<file path="src/rtl/logo_ram_pkg.sv">
`default_nettype none
// ============================================================================
// Module   : logo_ram_pkg
// Brief    : Shared widths and grant-owner enumeration for the logo RAM arbiter
// Revision : 1.0 - initial release
// ============================================================================
package logo_ram_pkg;

  localparam int unsigned c_addr_w_def     = 14;
  localparam int unsigned c_data_w_def     = 8;
  localparam int unsigned c_starve_max_def = 4;

  typedef enum logic [1:0] {
    NONE = 2'd0,
    CPU  = 2'd1,
    LDR  = 2'd2
  } owner_t;

endpackage
`default_nettype wire

</file>
<file path="src/rtl/logo_ram_arbiter_if.sv">
`default_nettype none
// ============================================================================
// Module   : logo_ram_arbiter_if
// Brief    : CPU, loader and RAM-side signals of the logo RAM arbiter
// Revision : 1.0 - initial release
// ============================================================================
interface logo_ram_arbiter_if
  import logo_ram_pkg::*;
#(
  parameter int unsigned ADDR_W = c_addr_w_def,
  parameter int unsigned DATA_W = c_data_w_def
) ();

  logic              cpu_req;
  logic              cpu_we;
  logic [ADDR_W-1:0] cpu_addr;
  logic [DATA_W-1:0] cpu_wdata;
  logic              cpu_ack;
  logic              cpu_rvalid;
  logic [DATA_W-1:0] cpu_rdata;

  logic              ldr_req;
  logic              ldr_we;
  logic [ADDR_W-1:0] ldr_addr;
  logic [DATA_W-1:0] ldr_wdata;
  logic              ldr_ack;
  logic              ldr_rvalid;
  logic [DATA_W-1:0] ldr_rdata;
  logic              ldr_done;

  logic              locked;
  logic [ADDR_W-1:0] ram_address;
  logic [DATA_W-1:0] ram_data;
  logic              ram_wren;
  logic [DATA_W-1:0] ram_q;

  // Arbiter side
  modport slave (
    input  cpu_req, cpu_we, cpu_addr, cpu_wdata,
    output cpu_ack, cpu_rvalid, cpu_rdata,
    input  ldr_req, ldr_we, ldr_addr, ldr_wdata, ldr_done,
    output ldr_ack, ldr_rvalid, ldr_rdata,
    output locked, ram_address, ram_data, ram_wren,
    input  ram_q
  );

  // Requesters and RAM side
  modport master (
    output cpu_req, cpu_we, cpu_addr, cpu_wdata,
    input  cpu_ack, cpu_rvalid, cpu_rdata,
    output ldr_req, ldr_we, ldr_addr, ldr_wdata, ldr_done,
    input  ldr_ack, ldr_rvalid, ldr_rdata,
    input  locked, ram_address, ram_data, ram_wren,
    output ram_q
  );

endinterface
`default_nettype wire

</file>
<file path="src/rtl/logo_ram_arbiter.sv">
`default_nettype none
// ============================================================================
// Module   : logo_ram_arbiter
// Brief    : Two-port (CPU/loader) arbiter for a single-port logo RAM with
//            loader anti-starvation and a sticky write-protect after load.
// Revision : 1.0 - initial release
// ============================================================================
module logo_ram_arbiter
  import logo_ram_pkg::*;
#(
  parameter int unsigned ADDR_W     = c_addr_w_def,
  parameter int unsigned DATA_W     = c_data_w_def,
  parameter int unsigned STARVE_MAX = c_starve_max_def
) (
  input  logic               clock,
  input  logic               reset_n,
  logo_ram_arbiter_if.slave  bus
);

  localparam int unsigned      CNT_W        = $clog2(STARVE_MAX + 1);
  localparam logic [CNT_W-1:0] c_starve_max = CNT_W'(STARVE_MAX);

  owner_t            w_owner;
  logic              w_owner_we;
  logic [ADDR_W-1:0] w_owner_addr;
  logic [DATA_W-1:0] w_owner_wdata;

  logic [CNT_W-1:0]  r_starve_cnt;
  logic              r_locked;
  logic              r_cpu_rvalid;
  logic              r_ldr_rvalid;
  logic [ADDR_W-1:0] r_last_addr;

  // Grant is gated by reset_n so nothing reaches the RAM while reset is held.
  always_comb begin
    w_owner = NONE;
    if (reset_n) begin
      if (bus.cpu_req && bus.ldr_req) begin
        if (r_starve_cnt == c_starve_max) begin
          w_owner = LDR;
        end else begin
          w_owner = CPU;
        end
      end else if (bus.cpu_req) begin
        w_owner = CPU;
      end else if (bus.ldr_req) begin
        w_owner = LDR;
      end
    end
  end

  always_comb begin
    w_owner_we    = 1'b0;
    w_owner_addr  = r_last_addr;
    w_owner_wdata = '0;
    case (w_owner)
      CPU: begin
        w_owner_we    = bus.cpu_we;
        w_owner_addr  = bus.cpu_addr;
        w_owner_wdata = bus.cpu_wdata;
      end
      LDR: begin
        w_owner_we    = bus.ldr_we;
        w_owner_addr  = bus.ldr_addr;
        w_owner_wdata = bus.ldr_wdata;
      end
      default: ;
    endcase
  end

  assign bus.cpu_ack     = (w_owner == CPU);
  assign bus.ldr_ack     = (w_owner == LDR);
  assign bus.ram_address = w_owner_addr;
  assign bus.ram_data    = w_owner_wdata;
  assign bus.ram_wren    = w_owner_we && !r_locked;
  assign bus.locked      = r_locked;

  // The RAM registers its output, so both ports simply see ram_q.
  assign bus.cpu_rvalid  = r_cpu_rvalid;
  assign bus.ldr_rvalid  = r_ldr_rvalid;
  assign bus.cpu_rdata   = bus.ram_q;
  assign bus.ldr_rdata   = bus.ram_q;

  always_ff @(posedge clock or negedge reset_n) begin
    if (!reset_n) begin
      r_cpu_rvalid <= 1'b0;
      r_ldr_rvalid <= 1'b0;
      r_last_addr  <= '0;
    end else begin
      r_cpu_rvalid <= (w_owner == CPU) && !bus.cpu_we;
      r_ldr_rvalid <= (w_owner == LDR) && !bus.ldr_we;
      if (w_owner != NONE) begin
        r_last_addr <= w_owner_addr;
      end
    end
  end

  // Counts consecutive cycles the loader waits; a dropped request forgets history.
  always_ff @(posedge clock or negedge reset_n) begin
    if (!reset_n) begin
      r_starve_cnt <= '0;
    end else if (!bus.ldr_req || (w_owner == LDR)) begin
      r_starve_cnt <= '0;
    end else if (r_starve_cnt != c_starve_max) begin
      r_starve_cnt <= r_starve_cnt + 1'b1;
    end
  end

  always_ff @(posedge clock or negedge reset_n) begin
    if (!reset_n) begin
      r_locked <= 1'b0;
    end else if (bus.ldr_done) begin
      r_locked <= 1'b1;
    end
  end

endmodule
`default_nettype wire

</file>
<file path="src/flat_wrapper.sv">
// flat-port wrapper written by rule: the top's interface ports become plain ports
module logo_ram_arbiter_flat import logo_ram_pkg::*;
#(
  parameter int unsigned ADDR_W     = c_addr_w_def,
  parameter int unsigned DATA_W     = c_data_w_def,
  parameter int unsigned STARVE_MAX = c_starve_max_def
)
  (clock, reset_n, bus_cpu_req, bus_cpu_we, bus_cpu_addr, bus_cpu_wdata, bus_cpu_ack, bus_cpu_rvalid, bus_cpu_rdata, bus_ldr_req, bus_ldr_we, bus_ldr_addr, bus_ldr_wdata, bus_ldr_done, bus_ldr_ack, bus_ldr_rvalid, bus_ldr_rdata, bus_locked, bus_ram_address, bus_ram_data, bus_ram_wren, bus_ram_q);
  logo_ram_arbiter_if #(.ADDR_W(ADDR_W), .DATA_W(DATA_W)) bus_i ();
  input  logic clock;
  input  logic reset_n;
  input wire logic [$bits(bus_i.cpu_req)-1:0] bus_cpu_req;
  input wire logic [$bits(bus_i.cpu_we)-1:0] bus_cpu_we;
  input wire logic [$bits(bus_i.cpu_addr)-1:0] bus_cpu_addr;
  input wire logic [$bits(bus_i.cpu_wdata)-1:0] bus_cpu_wdata;
  output wire logic [$bits(bus_i.cpu_ack)-1:0] bus_cpu_ack;
  output wire logic [$bits(bus_i.cpu_rvalid)-1:0] bus_cpu_rvalid;
  output wire logic [$bits(bus_i.cpu_rdata)-1:0] bus_cpu_rdata;
  input wire logic [$bits(bus_i.ldr_req)-1:0] bus_ldr_req;
  input wire logic [$bits(bus_i.ldr_we)-1:0] bus_ldr_we;
  input wire logic [$bits(bus_i.ldr_addr)-1:0] bus_ldr_addr;
  input wire logic [$bits(bus_i.ldr_wdata)-1:0] bus_ldr_wdata;
  input wire logic [$bits(bus_i.ldr_done)-1:0] bus_ldr_done;
  output wire logic [$bits(bus_i.ldr_ack)-1:0] bus_ldr_ack;
  output wire logic [$bits(bus_i.ldr_rvalid)-1:0] bus_ldr_rvalid;
  output wire logic [$bits(bus_i.ldr_rdata)-1:0] bus_ldr_rdata;
  output wire logic [$bits(bus_i.locked)-1:0] bus_locked;
  output wire logic [$bits(bus_i.ram_address)-1:0] bus_ram_address;
  output wire logic [$bits(bus_i.ram_data)-1:0] bus_ram_data;
  output wire logic [$bits(bus_i.ram_wren)-1:0] bus_ram_wren;
  input wire logic [$bits(bus_i.ram_q)-1:0] bus_ram_q;
  assign bus_i.cpu_req = bus_cpu_req;
  assign bus_i.cpu_we = bus_cpu_we;
  assign bus_i.cpu_addr = bus_cpu_addr;
  assign bus_i.cpu_wdata = bus_cpu_wdata;
  assign bus_cpu_ack = bus_i.cpu_ack;
  assign bus_cpu_rvalid = bus_i.cpu_rvalid;
  assign bus_cpu_rdata = bus_i.cpu_rdata;
  assign bus_i.ldr_req = bus_ldr_req;
  assign bus_i.ldr_we = bus_ldr_we;
  assign bus_i.ldr_addr = bus_ldr_addr;
  assign bus_i.ldr_wdata = bus_ldr_wdata;
  assign bus_i.ldr_done = bus_ldr_done;
  assign bus_ldr_ack = bus_i.ldr_ack;
  assign bus_ldr_rvalid = bus_i.ldr_rvalid;
  assign bus_ldr_rdata = bus_i.ldr_rdata;
  assign bus_locked = bus_i.locked;
  assign bus_ram_address = bus_i.ram_address;
  assign bus_ram_data = bus_i.ram_data;
  assign bus_ram_wren = bus_i.ram_wren;
  assign bus_i.ram_q = bus_ram_q;
  logo_ram_arbiter #(.ADDR_W(ADDR_W), .DATA_W(DATA_W), .STARVE_MAX(STARVE_MAX)) u_core (.clock(clock), .reset_n(reset_n), .bus(bus_i));
endmodule
</file>
<file path="config.mk">
export PLATFORM = sky130hd
export DESIGN_NAME = logo_ram_arbiter_flat
export DESIGN_NICKNAME = d
export VERILOG_FILES = /design/src/rtl/logo_ram_pkg.sv /design/src/rtl/logo_ram_arbiter_if.sv /design/src/rtl/logo_ram_arbiter.sv /design/src/flat_wrapper.sv
export SDC_FILE = /design/constraint.sdc
export NUM_CORES = 1
export LEC_CHECK = 0
export CORE_ASPECT_RATIO = 1.1
export CORE_UTILIZATION = 35
export DETAILED_ROUTE_END_ITERATION = 10
export PLACE_DENSITY = 0.8
export SETUP_SLACK_MARGIN = 0.2
export SLEW_MARGIN = 15
export SYNTH_ARGS = -nofsm -noshare
export SYNTH_HDL_FRONTEND = slang
export SYNTH_SLANG_ARGS = --single-unit
</file>
<file path="constraint.sdc">
create_clock -name clock -period 2.9 [get_ports clock]
set_clock_uncertainty 0.15 [all_clocks]
set_input_delay 0.58 -clock clock [delete_from_list [all_inputs] [get_ports clock]]
set_output_delay 0.58 -clock clock [all_outputs]
set_load 0.02 [all_outputs]
</file>
After elaboration in Yosys (flattened, before gate mapping) --
Index checks and enable logic that the tools add are counted.
Word-level totals: bits in registers 20, input bits 59, output and inout port bits 44, word-level logic and storage cells 31
Operators by class: add/sub/neg operators 1, equal/unequal tests 4, muxes and demuxes 10, reductions and logical operators 11
Operators with widths (number):
- $pmux 14 s2 | 1
- $pmux 8 s2 | 1
- $mux 2 | 5
- $mux 3 | 2
- $logic_and 1x1->1 | 4
- $logic_not 1->1 | 4
- $reduce_bool 2->1 | 2
- $add 3x1->3 const B | 1
- $eq 3x3->1 const B | 1
- $ne 3x3->1 const B | 1
- $eq 2x1->1 const B | 1
- $eq 2x2->1 const B | 1
- $pmux 1 s2 | 1
- $logic_or 1x1->1 | 1

Logic depth before layout (Yosys ltp) --
word-level depth 7, mapped depth 9, mapped depth without buffers 7

Least setup slack after synthesis --
No wires, ideal clock.
path kind register -> output, start point register u_core.r_starve_cnt[0], end point output bus_ram_address[0], data arrival time 1951 ps, data required time 2170 ps, slack 219 ps, stages on the path, launching flop included 10, buffers on the path 2, path through dfrtp_1 > inv_1 > ha_1 > nand2_1 > a21o_1 > ha_1 > buf_2 > buf_2 > nor2_1 > a21oi_1
Between the ends: longest elaborated chain between the ends 6, elaborated cells between the ends (all ways) 7, those cells by class eq/ne: 3; mux: 4
RTL lines:
- start, declared | line logo_ram_arbiter.sv:28 | logic [CNT_W-1:0] r_starve_cnt;
- start signal, assigned | line logo_ram_arbiter.sv:105 | r_starve_cnt <= r_starve_cnt + 1'b1;
- $eq 3x3->1 * | line logo_ram_arbiter.sv:39 | if (r_starve_cnt == c_starve_max) begin
- $mux 2 * | line logo_ram_arbiter.sv:39
- $mux 2 * | line logo_ram_arbiter.sv:38 | if (bus.cpu_req && bus.ldr_req) begin
- $mux 2 * | line logo_ram_arbiter.sv:37 | if (reset_n) begin
- $eq 2x2->1 or $eq 2x1->1 (tied branches) | line logo_ram_arbiter.sv:56 | case (w_owner)
- $pmux 14 s2 * | line logo_ram_arbiter.sv:56
- end, declared | line flat_wrapper.sv:28 | output wire logic [$bits(bus_i.ram_address)-1:0] bus_ram_address;
Every way passes the cells marked *; elsewhere a longest branch is shown, timed or not.

Worst setup path in the final report --
start point input bus_ldr_req, end point output bus_ram_address[7]
Between the ends: longest elaborated chain between the ends 6, elaborated cells between the ends (all ways) 8, those cells by class eq/ne: 2; mux: 5; reduce/logical: 1
RTL lines:
- start, declared | line flat_wrapper.sv:19 | input wire logic [$bits(bus_i.ldr_req)-1:0] bus_ldr_req;
- $mux 2 | line logo_ram_arbiter.sv:46 | end else if (bus.ldr_req) begin
- $mux 2 | line logo_ram_arbiter.sv:44 | end else if (bus.cpu_req) begin
- $mux 2 * | line logo_ram_arbiter.sv:38
- $mux 2 * | line logo_ram_arbiter.sv:37
- $eq 2x2->1 or $eq 2x1->1 (tied branches) | line logo_ram_arbiter.sv:56
- $pmux 14 s2 * | line logo_ram_arbiter.sv:56
Marks and branches as above.

==> impl_metrics.py <==
metrics = {
    "global_route": {
        "grt_pass1_wl_mm": 6.91,
        "grt_max_degree": 22,
        "track_usage_pct": 19.6,
        "grt_antenna_before_repair": 0,
        "grt_pass1_vias": 1457,
        "grt-ovfl-total": 0,
    },
    "synth": {
        "synth-seq-cells": 20,
        "syn_area_sq_um": 1470,
        "ys_warn_count": 0,
        "netlist_instances": 165,
        "syn_nets": 230,
        "ys_types": 24,
        "syn_area_per_cell_sq_um": 8.93,
        "seq_area_frac_synth_pct": 34.0,
    },
    "floorplanning": {
        "io_pins": 103,
        "start_util_pct": 36.9,
        "std_cell_rows": 24,
        "die_x_microns": 63.9,
        "die_height_microns": 70.1,
        "die_area_sq_um": 4480,
        "fp.coreArea_sq_um": 3990,
    },
    "detailed_routing": {
        "wire_per_inst_microns": 14.8,
        "drtPass1Iterations": 4,
        "vias": 1511,
        "route.met2.wl_mm": 2.22,
        "drtAntennaViolNets": 0,
        "drtIter0Drc": 40,
        "drt-met1-wl_mm": 1.75,
        "drc": 0,
        "routed.top_layer": "met4",
        "viasPerCell": 5.04,
        "drt-total-wl_mm": 4.45,
        "wl_met3_microns": 341,
    },
    "clock_tree": {
        "numCtsBuffers": 3,
        "cts.clk_slew.worst_paths_ns": 0.08,
        "clock_latency_ns": 0.26,
        "cts_tree": "yes",
        "cts_sinks": 20,
        "ctsHtreeMaxLevel": 1,
        "cts_buffer_depth": 2,
        "root_buffer": "clkbuf_8",
    },
    "place": {
        "io_buffer_count": 78,
        "pre_cts_slack_ns": -0.605,
        "gp_congestion": 0.816,
        "place_inst": 290,
        "dp_hpwl_mm": 2.96,
    },
    "worst_setup_path": {
        "worstPathRequired_ns": 2.17,
        "path_cells": "dlygate4sd2_1, nand2_1, a21o_4, ha_4, buf_12, nor2_1, a21oi_1, buf_4",
        "r2r_cells": 9,
        "cpLargestDelayFamily": "buffers and inverters",
        "cp.buffers_inverters": 3,
        "critPathMaxFanout": 11,
        "critPathCaptureType": "output port",
        "crit_path_max_incr_delay_ns": 0.33,
        "cp.depth": 8,
        "start_kind": "input pin",
        "path_class": "in -> out",
        "cp_slowest_cell": "ha_4",
        "cp.arrival_ns": 2.10,
    },
    "finish": {
        "multi_input_area_sq_um": 890,
        "syn2layout_area_growth_pct": 75.4,
        "drive_gt1_share_pct": 38.7,
        "final-seq-area_sq_um": 500,
        "nNetsFinal": 314,
        "antenna_cells": 0,
        "stdcell_count": 300,
        "num-fill-cells": 323,
    },
    "timing": {
        "tightest_slew_ns": 0.266,
        "setup_ws_ns": 0.0740,
        "max_freq_mhz": 354,
        "rsz0062_at_grt": "yes",
        "slew_violations": 0,
        "finalSetupViolCount": 0,
        "period_share_pct": 97.4,
        "period_minus_slack_ns": 2.83,
        "slew_headroom_pct": 82.2,
        "totalNegativeSetupSlack_ns": 0,
        "hold_violations": 0,
    },
    "power_and_ir_drop": {
        "max-vdd-ir-drop_mv": 0.239,
        "leakagePower_uw": 0.00108,
        "p_per_area_nw_per_um2": 451,
    },
    "job": {
        "drv_cap": 0,
    },
    "outcome": {
        "status": "finished, final reports clean",
    },
    "worst_hold_path": {
        "hp-class": "in -> async",
    },
}
-- cell usage after synthesis, drive strengths merged --
cell type | n | area (sq um)
a21bo | 1 | 10.0
a21o | 2 | 15.0
a21oi | 17 | 85.1
a22oi | 23 | 173
and3 | 1 | 6.26
and3b | 1 | 8.76
buf | 25 | 196
clkbuf | 3 | 13.8
dfrtp | 20 | 500
ha | 6 | 75.1
inv | 16 | 60.1
mux2i | 14 | 140
nand2 | 2 | 7.51
nand2b | 1 | 6.26
nand3 | 4 | 20.0
nor2 | 15 | 56.3
nor2b | 11 | 76.3
nor3 | 1 | 5.00
nor3b | 1 | 12.5
or2 | 1 | 6.26
-- power by group --
group	switching [uW]	internal [uW]
Combinational	250	272
Sequential	33.5	330
Clock	96.1	184
-- sequential cells by signal, indices dropped and copies added, names as in the netlist --
register,flops
u_core.r_starve_cnt,3
u_core.bus.ldr_rvalid,1
u_core.bus.locked,1
u_core.r_last_addr,14
u_core.bus.cpu_rvalid,1
-- what timing repair did --
| action | in CTS | in global routing |
|---|---|---|
| gates resized for setup | 141 | 27 |
| hold buffers | 0 | 0 |
| endpoints found under the hold margin | 0 | 0 |
| setup endpoints to repair | 25 | 25 |
| gates cloned | 1 | 2 |
| buffers inserted | 3 | 0 |
| pin swaps | 5 | 6 |
-- routing by layer --
layer / global-route usage (%) / up-vias
li1: - / 715
met1: 23.3 / 712
met2: 34.0 / 71
met3: 3.43 / 13
met4: 8.84 / 0
met5: 0 / -
-- worst register-to-register path: stages (launching register included) --
cell and delay [ns]:
dfrtp_1 0.40, inv_2 0.07, ha_4 0.16, nand2_4 0.06, a21o_4 0.25, ha_4 0.33
clkbuf_16 0.17, nor2b_4 0.16, buf_12 0.17, mux2i_1 0.22
-- cell families (layout without fill, tap and decap cells) --
kind of cell	count (synthesis)	after routing	synth area share [%]
compound gates	43	43	19.2
fa+ha+maj	6	6	5.09
buf+inv	44	127	18.3
flops	20	20	34.0
mux	14	14	9.51
simple gates	38	38	13.9
-- cell type report --
class                           instances  share of cell area (%)
Multi-Input combinational cell        101                    34.4
Clock buffer                            3                    1.60
Timing Repair Buffer                  107                    38.6
Inverter                               16                    2.32
Sequential cell                        20                    19.4
Clock inverter                          1                    1.16
Tap cell                               52                    2.52
-- per-stage QoR --
stage | hold slack (ns) | util (%) | power (uW) | cell area (sq um)
floorplan | 0.134 | - | 625 | 1470
global placement | 0.355 | 57.8 | 824 | 2310
detailed placement | 0.359 | 57.8 | 835 | 2310
CTS | 0.236 | 61.7 | 1120 | 2460
global route | 0.127 | 64.7 | 1240 | 2580
finish | 0.126 | 64.7 | 1170 | 2580
-- final timing paths --
check | start | end | slack (ns)
max | bus_ldr_req | bus_ram_address[7] | 0.07
min | reset_n | u_core.r_starve_cnt[2]$_DFFE_PN0P_ | 0.13
max reg2reg | u_core.r_starve_cnt[1]$_DFFE_PN0P_ | u_core.r_last_addr[3]$_DFFE_PN0P_ | 0.68
min reg2reg | u_core.bus.locked$_DFFE_PN0P_ | u_core.bus.locked$_DFFE_PN0P_ | 0.38
max in group asynchronous | reset_n | u_core.r_starve_cnt[0]$_DFFE_PN0P_ | 2.16
min in group clock | u_core.bus.locked$_DFFE_PN0P_ | u_core.bus.locked$_DFFE_PN0P_ | 0.38
-- cell usage in the layout, fill, tap and decap left out, types with 6 or more instances in the layout --
| master | netlist | routed |
|---|---|---|
| nor2b_1 | 10 | 9 |
| dfrtp_1 | 20 | 20 |
| buf_6 | 5 | 6 |
| a21oi_1 | 17 | 14 |
| a22oi_2 | 0 | 18 |
| clkdlybuf4s50_1 | 0 | 50 |
| mux2i_1 | 14 | 14 |
| nor2_1 | 15 | 14 |
| inv_1 | 16 | 14 |
| buf_4 | 16 | 37 |
No activity file was read; power rests on OpenSTA's default activity.
